<file path="src/rtl/branch_predict_if.sv">
// Fetch/execute bus between the CPU pipeline and the branch predictor.
//   fetch_pc       : PC being fetched (CPU -> predictor)
//   pred_taken     : prediction for fetch_pc (predictor -> CPU)
//   ex_valid       : instruction present in execute
//   ex_pc          : PC of the execute instruction
//   BrOp           : branch op of the execute instruction
//   ex_pred_taken  : prediction carried with the execute instruction
//   neg, zero      : ALU flags of the execute instruction
//   muxc5          : PC source select (predictor -> CPU)
//   flush          : kill younger instructions (predictor -> CPU)
interface branch_predict_if #(
    parameter int PC_W = 16
);
    logic [PC_W-1:0] fetch_pc;
    logic            pred_taken;
    logic            ex_valid;
    logic [PC_W-1:0] ex_pc;
    logic [2:0]      BrOp;
    logic            ex_pred_taken;
    logic            neg;
    logic            zero;
    logic [1:0]      muxc5;
    logic            flush;

    modport master (
        output fetch_pc, ex_valid, ex_pc, BrOp, ex_pred_taken, neg, zero,
        input  pred_taken, muxc5, flush
    );

    modport slave (
        input  fetch_pc, ex_valid, ex_pc, BrOp, ex_pred_taken, neg, zero,
        output pred_taken, muxc5, flush
    );
endinterface

</file>
<file path="src/rtl/branch_predict_control.sv">
// Branch resolve and 2-bit saturating-counter prediction.
// Resolves branch/jump ops in execute, drives the PC-source select muxc5,
// flags mispredictions with flush, trains a direct-mapped counter table and
// keeps saturating branch / mispredict statistics.
//   clk, rst_n     : clock, synchronous active-low reset
//   bus            : fetch/execute bus (slave side)
//   ready          : table initialisation finished
//   br_count       : resolved conditional branches
//   mispred_count  : mispredicted conditional branches
//
// state | meaning
// INIT  | writing 2'b01 to table entry init_idx, one entry per cycle
// RUN   | predicting, resolving and training
module branch_predict_control #(
    parameter int PC_W  = 16,
    parameter int IDX_W = 4,
    parameter int CNT_W = 16
) (
    input  logic             clk,
    input  logic             rst_n,
    branch_predict_if.slave  bus,
    output logic             ready,
    output logic [CNT_W-1:0] br_count,
    output logic [CNT_W-1:0] mispred_count
);
    localparam int DEPTH = 2 ** IDX_W;

    typedef enum logic {INIT, RUN} state_t;

    state_t           state_q, state_d;
    logic [IDX_W-1:0] init_idx;
    logic [1:0]       ctr_tbl [DEPTH];

    logic [IDX_W-1:0] fetch_idx, ex_idx;
    logic             is_cond, actual, train, mispred;
    logic [1:0]       ctr_old, ctr_new;

    // Upper PC bits only matter for aliasing, which is intentional.
    logic unused_pc_bits;
    assign unused_pc_bits = ^{bus.fetch_pc[PC_W-1:IDX_W], bus.ex_pc[PC_W-1:IDX_W]};

    assign fetch_idx = bus.fetch_pc[IDX_W-1:0];
    assign ex_idx    = bus.ex_pc[IDX_W-1:0];
    assign ready     = (state_q == RUN);

    always_comb begin
        state_d        = state_q;
        is_cond        = 1'b0;
        actual         = 1'b0;
        train          = 1'b0;
        mispred        = 1'b0;
        bus.muxc5      = 2'd0;
        bus.flush      = 1'b0;
        bus.pred_taken = 1'b0;
        ctr_old        = ctr_tbl[ex_idx];
        ctr_new        = ctr_old;

        case (state_q)
            INIT: begin
                if (init_idx == IDX_W'(DEPTH - 1))
                    state_d = RUN;
            end
            RUN: begin
                bus.pred_taken = ctr_tbl[fetch_idx][1];
                if (bus.ex_valid) begin
                    case (bus.BrOp)
                        3'b001: begin bus.muxc5 = 2'd1; bus.flush = 1'b1; end
                        3'b110: begin bus.muxc5 = 2'd2; bus.flush = 1'b1; end
                        3'b010: begin is_cond = 1'b1; actual = bus.zero;  end
                        3'b011: begin is_cond = 1'b1; actual = !bus.zero; end
                        3'b100: begin is_cond = 1'b1; actual = bus.neg;   end
                        3'b101: begin is_cond = 1'b1; actual = !bus.neg;  end
                        default: ;
                    endcase
                    if (is_cond) begin
                        train = 1'b1;
                        if (actual != bus.ex_pred_taken) begin
                            mispred   = 1'b1;
                            bus.flush = 1'b1;
                            bus.muxc5 = actual ? 2'd1 : 2'd3;
                        end
                        if (actual && ctr_old != 2'd3)
                            ctr_new = ctr_old + 2'd1;
                        else if (!actual && ctr_old != 2'd0)
                            ctr_new = ctr_old - 2'd1;
                    end
                end
            end
            default: state_d = INIT;
        endcase
    end

    always_ff @(posedge clk) begin
        if (!rst_n) begin
            state_q       <= INIT;
            init_idx      <= '0;
            br_count      <= '0;
            mispred_count <= '0;
        end else begin
            state_q <= state_d;
            if (state_q == INIT)
                init_idx <= init_idx + IDX_W'(1);
            if (train && br_count != '1)
                br_count <= br_count + CNT_W'(1);
            if (mispred && mispred_count != '1)
                mispred_count <= mispred_count + CNT_W'(1);
        end
    end

    // Table has no reset of its own; INIT rewrites every entry.
    always_ff @(posedge clk) begin
        if (rst_n) begin
            if (state_q == INIT)
                ctr_tbl[init_idx] <= 2'b01;
            else if (train)
                ctr_tbl[ex_idx] <= ctr_new;
        end
    end
endmodule

</file>
<file path="src/flat_wrapper.sv">
// flat-port wrapper written by rule: the top's interface ports become plain ports
module branch_predict_control_flat 
#(
    parameter int PC_W  = 16,
    parameter int IDX_W = 4,
    parameter int CNT_W = 16
)
  (clk, rst_n, ready, br_count, mispred_count, bus_fetch_pc, bus_ex_valid, bus_ex_pc, bus_BrOp, bus_ex_pred_taken, bus_neg, bus_zero, bus_pred_taken, bus_muxc5, bus_flush);
  branch_predict_if #(.PC_W(PC_W)) bus_i ();
  input  logic clk;
  input  logic rst_n;
  output logic ready;
  output logic [CNT_W-1:0] br_count;
  output logic [CNT_W-1:0] mispred_count;
  input wire logic [$bits(bus_i.fetch_pc)-1:0] bus_fetch_pc;
  input wire logic [$bits(bus_i.ex_valid)-1:0] bus_ex_valid;
  input wire logic [$bits(bus_i.ex_pc)-1:0] bus_ex_pc;
  input wire logic [$bits(bus_i.BrOp)-1:0] bus_BrOp;
  input wire logic [$bits(bus_i.ex_pred_taken)-1:0] bus_ex_pred_taken;
  input wire logic [$bits(bus_i.neg)-1:0] bus_neg;
  input wire logic [$bits(bus_i.zero)-1:0] bus_zero;
  output wire logic [$bits(bus_i.pred_taken)-1:0] bus_pred_taken;
  output wire logic [$bits(bus_i.muxc5)-1:0] bus_muxc5;
  output wire logic [$bits(bus_i.flush)-1:0] bus_flush;
  assign bus_i.fetch_pc = bus_fetch_pc;
  assign bus_i.ex_valid = bus_ex_valid;
  assign bus_i.ex_pc = bus_ex_pc;
  assign bus_i.BrOp = bus_BrOp;
  assign bus_i.ex_pred_taken = bus_ex_pred_taken;
  assign bus_i.neg = bus_neg;
  assign bus_i.zero = bus_zero;
  assign bus_pred_taken = bus_i.pred_taken;
  assign bus_muxc5 = bus_i.muxc5;
  assign bus_flush = bus_i.flush;
  branch_predict_control #(.PC_W(PC_W), .IDX_W(IDX_W), .CNT_W(CNT_W)) u_core (.clk(clk), .rst_n(rst_n), .bus(bus_i), .ready(ready), .br_count(br_count), .mispred_count(mispred_count));
endmodule
</file>
<file path="config.mk">
export PLATFORM = sky130hd
export DESIGN_NAME = branch_predict_control_flat
export DESIGN_NICKNAME = d
export VERILOG_FILES = /design/src/rtl/branch_predict_if.sv /design/src/rtl/branch_predict_control.sv /design/src/flat_wrapper.sv
export SDC_FILE = /design/constraint.sdc
export NUM_CORES = 1
export LEC_CHECK = 0
export ABC_AREA = 0
export CAP_MARGIN = 20
export CELL_PAD_IN_SITES_DETAIL_PLACEMENT = 0
export CELL_PAD_IN_SITES_GLOBAL_PLACEMENT = 1
export CORE_MARGIN = 2
export CORE_UTILIZATION = 40
export DETAILED_ROUTE_END_ITERATION = 6
export PLACE_DENSITY_LB_ADDON = 0.1
export SLEW_MARGIN = 20
export SYNTH_ARGS = -nofsm -noshare
export SYNTH_HDL_FRONTEND = slang
export SYNTH_SLANG_ARGS = --single-unit
</file>
<file path="constraint.sdc">
create_clock -name clk -period 4.2 [get_ports clk]
set_clock_uncertainty 0.15 [all_clocks]
set_input_delay 0.84 -clock clk [delete_from_list [all_inputs] [get_ports clk]]
set_output_delay 0.84 -clock clk [all_outputs]
set_load 0.005 [all_outputs]
</file>
# After elaboration in Yosys (flattened, before gate mapping)
# Memory sizes are Yosys's and may differ from the RTL's.
# Cells that the tools add are included.
[totals]
mem_count = 1
output_inout_bits = 37
input_bits = 41
elab_cells = 74
mem_bits_rw = 32
ff_bits = 37
[op_classes]
reduce_logical = 11
eq_ne = 11
addsub = 5
muxes = 42
[mem_list]
columns = ["name", "words", "width", "rd", "rd_ports_with_merged_regs", "write_ports", "line_no", "source"]
rows = [
  ["u_core.ctr_tbl", 16, 2, 2, 0, 1, "branch_predict_control.sv:32", "logic [1:0] ctr_tbl [DEPTH];"],
]
[op_table]
columns = ["op", "n"]
rows = [
  ["adder 16 x 1 -> 16 bit (second input constant)", 2],
  ["!= test 16 bit (second input constant)", 2],
  ["2-to-1 mux 1 bit", 28],
  ["2-to-1 mux 2 bit", 11],
  ["== test 3 bit (second input constant)", 3],
  ["== test 3 x 2 -> 1 bit (second input constant)", 2],
  ["adder 4 x 1 -> 4 bit (second input constant)", 1],
  ["== test 4 bit (second input constant)", 1],
  ["logical AND 1 bit", 4],
  ["2-to-1 mux 4 bit", 1],
  ["one-hot mux 1 bit (4 select lines)", 1],
  ["one-hot mux 2 bit (2 select lines)", 1],
  ["OR reduction 2 bit", 2],
  ["OR reduction 4 bit", 1],
  ["== test 3 x 1 -> 1 bit (second input constant)", 1],
  ["zero test 1 bit", 3],
  ["adder 2 x 1 -> 2 bit (second input constant)", 1],
  ["!= test 2 bit (second input constant)", 1],
  ["nonzero test 2 bit", 1],
  ["subtractor 2 x 1 -> 2 bit (second input constant)", 1],
  ["!= test 1 bit", 1],
]

# Longest topological paths before layout
[depth]
word_depth = 14
ltp_mapped = 9

# Worst setup path before layout
# OpenSTA, ideal clock, no wires.
[synth_timing]
kind = "input-to-reg"
from = "input bus_ex_pc[0]"
to = "memory u_core.ctr_tbl[0][1], data pin"
setup_ns = 0.352
arrival_ns = 3.334
stages = 6
path_slack_ns = 0.363
t_required_ns = 3.698
cell_sequence = "buf_4 -> mux4_2 -> mux4_2 -> ha_1 -> or2b_1 -> a311oi_1"
[synth_between]
elab_chain_cells = 9
[synth_lines]
columns = ["element", "line_no", "source"]
rows = [
  ["from (decl)", "flat_wrapper.sv:17", "input wire logic [$bits(bus_i.ex_pc)-1:0] bus_ex_pc;"],
  ["memory (16 x 2 bit) (*)", "-", ""],
  ["parallel branches: the longest is 6 deep, another holds subtractor 2 x 1 -> 2 bit", "-", ""],
  ["2-to-1 mux 2 bit (*)", "branch_predict_control.sv:58", "case (state_q)"],
  ["2-to-1 mux 2 bit (no source line) (*)", "-", ""],
  ["to (decl)", "branch_predict_control.sv:32", ""],
]
# Mark *: on every way between the ends.

# Worst setup path after layout
[layout_timing]
from = "input bus_fetch_pc[0]"
to = "output bus_pred_taken"
[layout_between]
elab_chain_cells = 2
[layout_lines]
columns = ["element", "line_no", "source"]
rows = [
  ["from (decl)", "flat_wrapper.sv:15", "input wire logic [$bits(bus_i.fetch_pc)-1:0] bus_fetch_pc;"],
  ["memory (16 x 2 bit)", "-", ""],
  ["2-to-1 mux 1 bit", "branch_predict_control.sv:58", ""],
  ["to (decl)", "flat_wrapper.sv:22", "output wire logic [$bits(bus_i.pred_taken)-1:0] bus_pred_taken;"],
]
# Every way passes these cells.

==> flow_metrics.py <==
metrics = {
    "critical_path": {
        "cp-start-kind": "input pin",
        "path_class": "input pin to output pin",
        "arrival_ns": 3.07,
        "critPathCaptureType": "output pin",
        "cp_max_fo": 4,
        "required_ns": 3.21,
    },
    "route": {
        "route.detailed.drc": 0,
        "dr.pass1.iters": 4,
        "met3_length_um": 304,
        "wl_per_cell_um": 16.4,
        "drt-total-wl_um": 8660,
        "detail_route.vias_per_cell": 5.65,
        "top_layer_used": "met4",
        "wl_met2_um": 4130,
        "postRouteAntennaNets": 0,
        "drt-met1-wl_um": 4130,
        "vias": 2983,
        "drt_iter0_drc": 182,
    },
    "cells_and_area": {
        "area_growth_pct": 24.1,
        "multi_input_area_um2": 1860,
        "layout_common_cells": "53 x clkdlybuf4s50_1, 39 x nor2_1, 37 x dfxtp_1",
        "regArea_um2": 1700,
        "drive_above_1_share": 0.108,
        "fin_nets": 458,
        "insertedDiodeCount": 0,
        "layout_commonest_cell": "clkdlybuf4s50_1",
        "fillCellCount": 858,
    },
    "clock_network": {
        "cts_hold_buf": 0,
        "post_cts_buffers": 0,
        "cts_root_buf": "clkbuf_8",
        "clockBufferDepth": 2,
        "tritoncts": "built",
        "cts_made_buffers": 9,
        "cts_resized": 0,
        "clk_pin_slew_worst_paths_ns": 0.07,
        "cts.sinks": 69,
        "clkLatencyLatePin_ns": 0.35,
        "h-tree-depth": 3,
    },
    "placement": {
        "place_hpwl_um": 6250,
        "port_buffers": 53,
        "dpl_worst_slack_ns": 0.118,
        "gp_congestion": 0.812,
    },
    "global_routing": {
        "globalRouteOverflowTotal": 0,
        "grt_pass1_wl_um": 14200,
        "grt_max_degree": 28,
        "antenna_found_initial": 0,
        "grt_usage": 0.181,
        "grt_pass1_vias": 2764,
    },
    "timing": {
        "hold_viol": 0,
        "max_freq_mhz": 247,
        "holdWs_ns": 0.353,
        "period_share": 0.966,
        "maxSlewHeadroom": 0.625,
        "final_max_slew_viol_count": 0,
        "max_slew.worst_pin.slew_ns": 0.556,
        "rsz0062_at_grt": "no",
        "tns_ns": 0,
        "layout_setup_ws_ns": 0.144,
        "period_minus_slack_ns": 4.06,
        "setup_violations": 0,
    },
    "logic_synthesis": {
        "ys.flop_type": "dfxtp_1",
        "ys_ff_latch": 69,
        "synth_edf_count": 32,
        "synthCells": 355,
        "synth_top_area_share": 0.260,
        "avgSynthCellArea_um2": 10.4,
        "ys_seq_area_frac": 0.461,
        "synth_nets": 401,
        "synth_area_um2": 3690,
        "synth_top_cell_by_area": "edfxtp_1",
        "synth_area_leaders": "edfxtp_1 26%, dfxtp_1 20%, mux4_2 8.5%, nor2_1 4.0%, xnor2_1 3.6%",
        "synth_warnings": 0,
        "async_reset_ff_frac": 0,
        "synth_cell_type_count": 45,
    },
    "run_status": {
        "status": "completed",
    },
    "flow_run": {
        "maxCapViolCount": 0,
    },
    "pwr": {
        "peakVddDrop_uv": 191,
        "powerDensity_nw_per_um2": 304,
        "power.total_mw": 1.39,
        "p_leak_nw": 1.48,
    },
    "floorplanning": {
        "die_h_um": 100,
        "rows": 35,
        "core_um2": 9110,
        "io_pins": 78,
        "die_area_um2": 10000,
        "initial_utilization": 0.405,
        "chipWidth_um": 100,
    },
    "worst_hold_path": {
        "hold_path.class": "register to register",
    },
}
## report_power, final
group	switching (mW)	internal (mW)	total [mW]
combinational	0.0638	0.0536	0.117
sequential	0.00495	0.702	0.707
clock	0.288	0.282	0.570
## critical path, cell delays in order
cell and delay, ns:
clkdlybuf4s50_1 0.62, mux4_2 0.54, mux4_2 0.46, and2_1 0.17, clkdlybuf4s50_1 0.43
## cell usage after synthesis, drive strengths merged, types with 6 or more instances
library cell,number
mux4,14
edfxtp,32
inv,9
o21ai,7
nor2,39
or4,9
nor3,6
clkbuf,14
nand3,15
xor2,6
a31oi,8
a211oi,8
buf,6
nand4,11
xnor2,15
a21oi,11
o31ai,10
nand2b,12
nand2,24
mux2i,13
dfxtp,37
## cell families (layout without fill, tap and decap cells)
logic type | Yosys count | after routing | synth area share
AND/OR/NAND/NOR | 143 | 143 | 0.200
adder cells (fa/ha/maj) | 5 | 5 | 0.0170
flip-flops | 69 | 69 | 0.461
buffers and inverters | 30 | 92 | 0.0353
AO/OA/AOI/OAI | 60 | 60 | 0.116
XOR/XNOR | 21 | 21 | 0.0498
multiplexers | 27 | 27 | 0.121
## area by class of cell
type | count | area share
repair buffers | 66 | 0.140
clock buffers | 9 | 0.0270
well taps | 111 | 0.0303
multi-input cells | 256 | 0.406
clock inverters | 7 | 0.0175
inverters | 10 | 0.00819
flip-flops and latches | 69 | 0.371
## layer usage
layer,GRT usage,up-vias
met5,0,-
met4,0.0611,0
met3,0.0279,9
met2,0.287,60
met1,0.254,1449
li1,-,1465
## path summary, 6_finish.rpt
kind | from | end | slack, ns | cells after the start
max | bus_fetch_pc[0] | bus_pred_taken | 0.14 | 5
min | u_core.mispred_count[1] | u_core.mispred_count[1] | 0.35 | 2
max reg2reg | u_core.ctr_tbl[11][0] | u_core.ctr_tbl[5][1] | 1.43 | 7
min reg2reg | u_core.mispred_count[1] | u_core.mispred_count[1] | 0.35 | 2
## through the flow
step	utilization	instance area (um^2)	instances
detailed placement	0.480	4380	512
finish	0.503	4580	528
global route	0.503	4580	528
floorplan	-	3690	355
CTS	0.503	4580	528
global placement	0.480	4380	512
## registers in the layout, indices dropped and copies added, names as in the netlist
name / cells
u_core.ready: 1
u_core.init_idx: 4
u_core.mispred_count: 16
u_core.ctr_tbl: 32
u_core.br_count: 16
(Power assumes the default switching activity.)
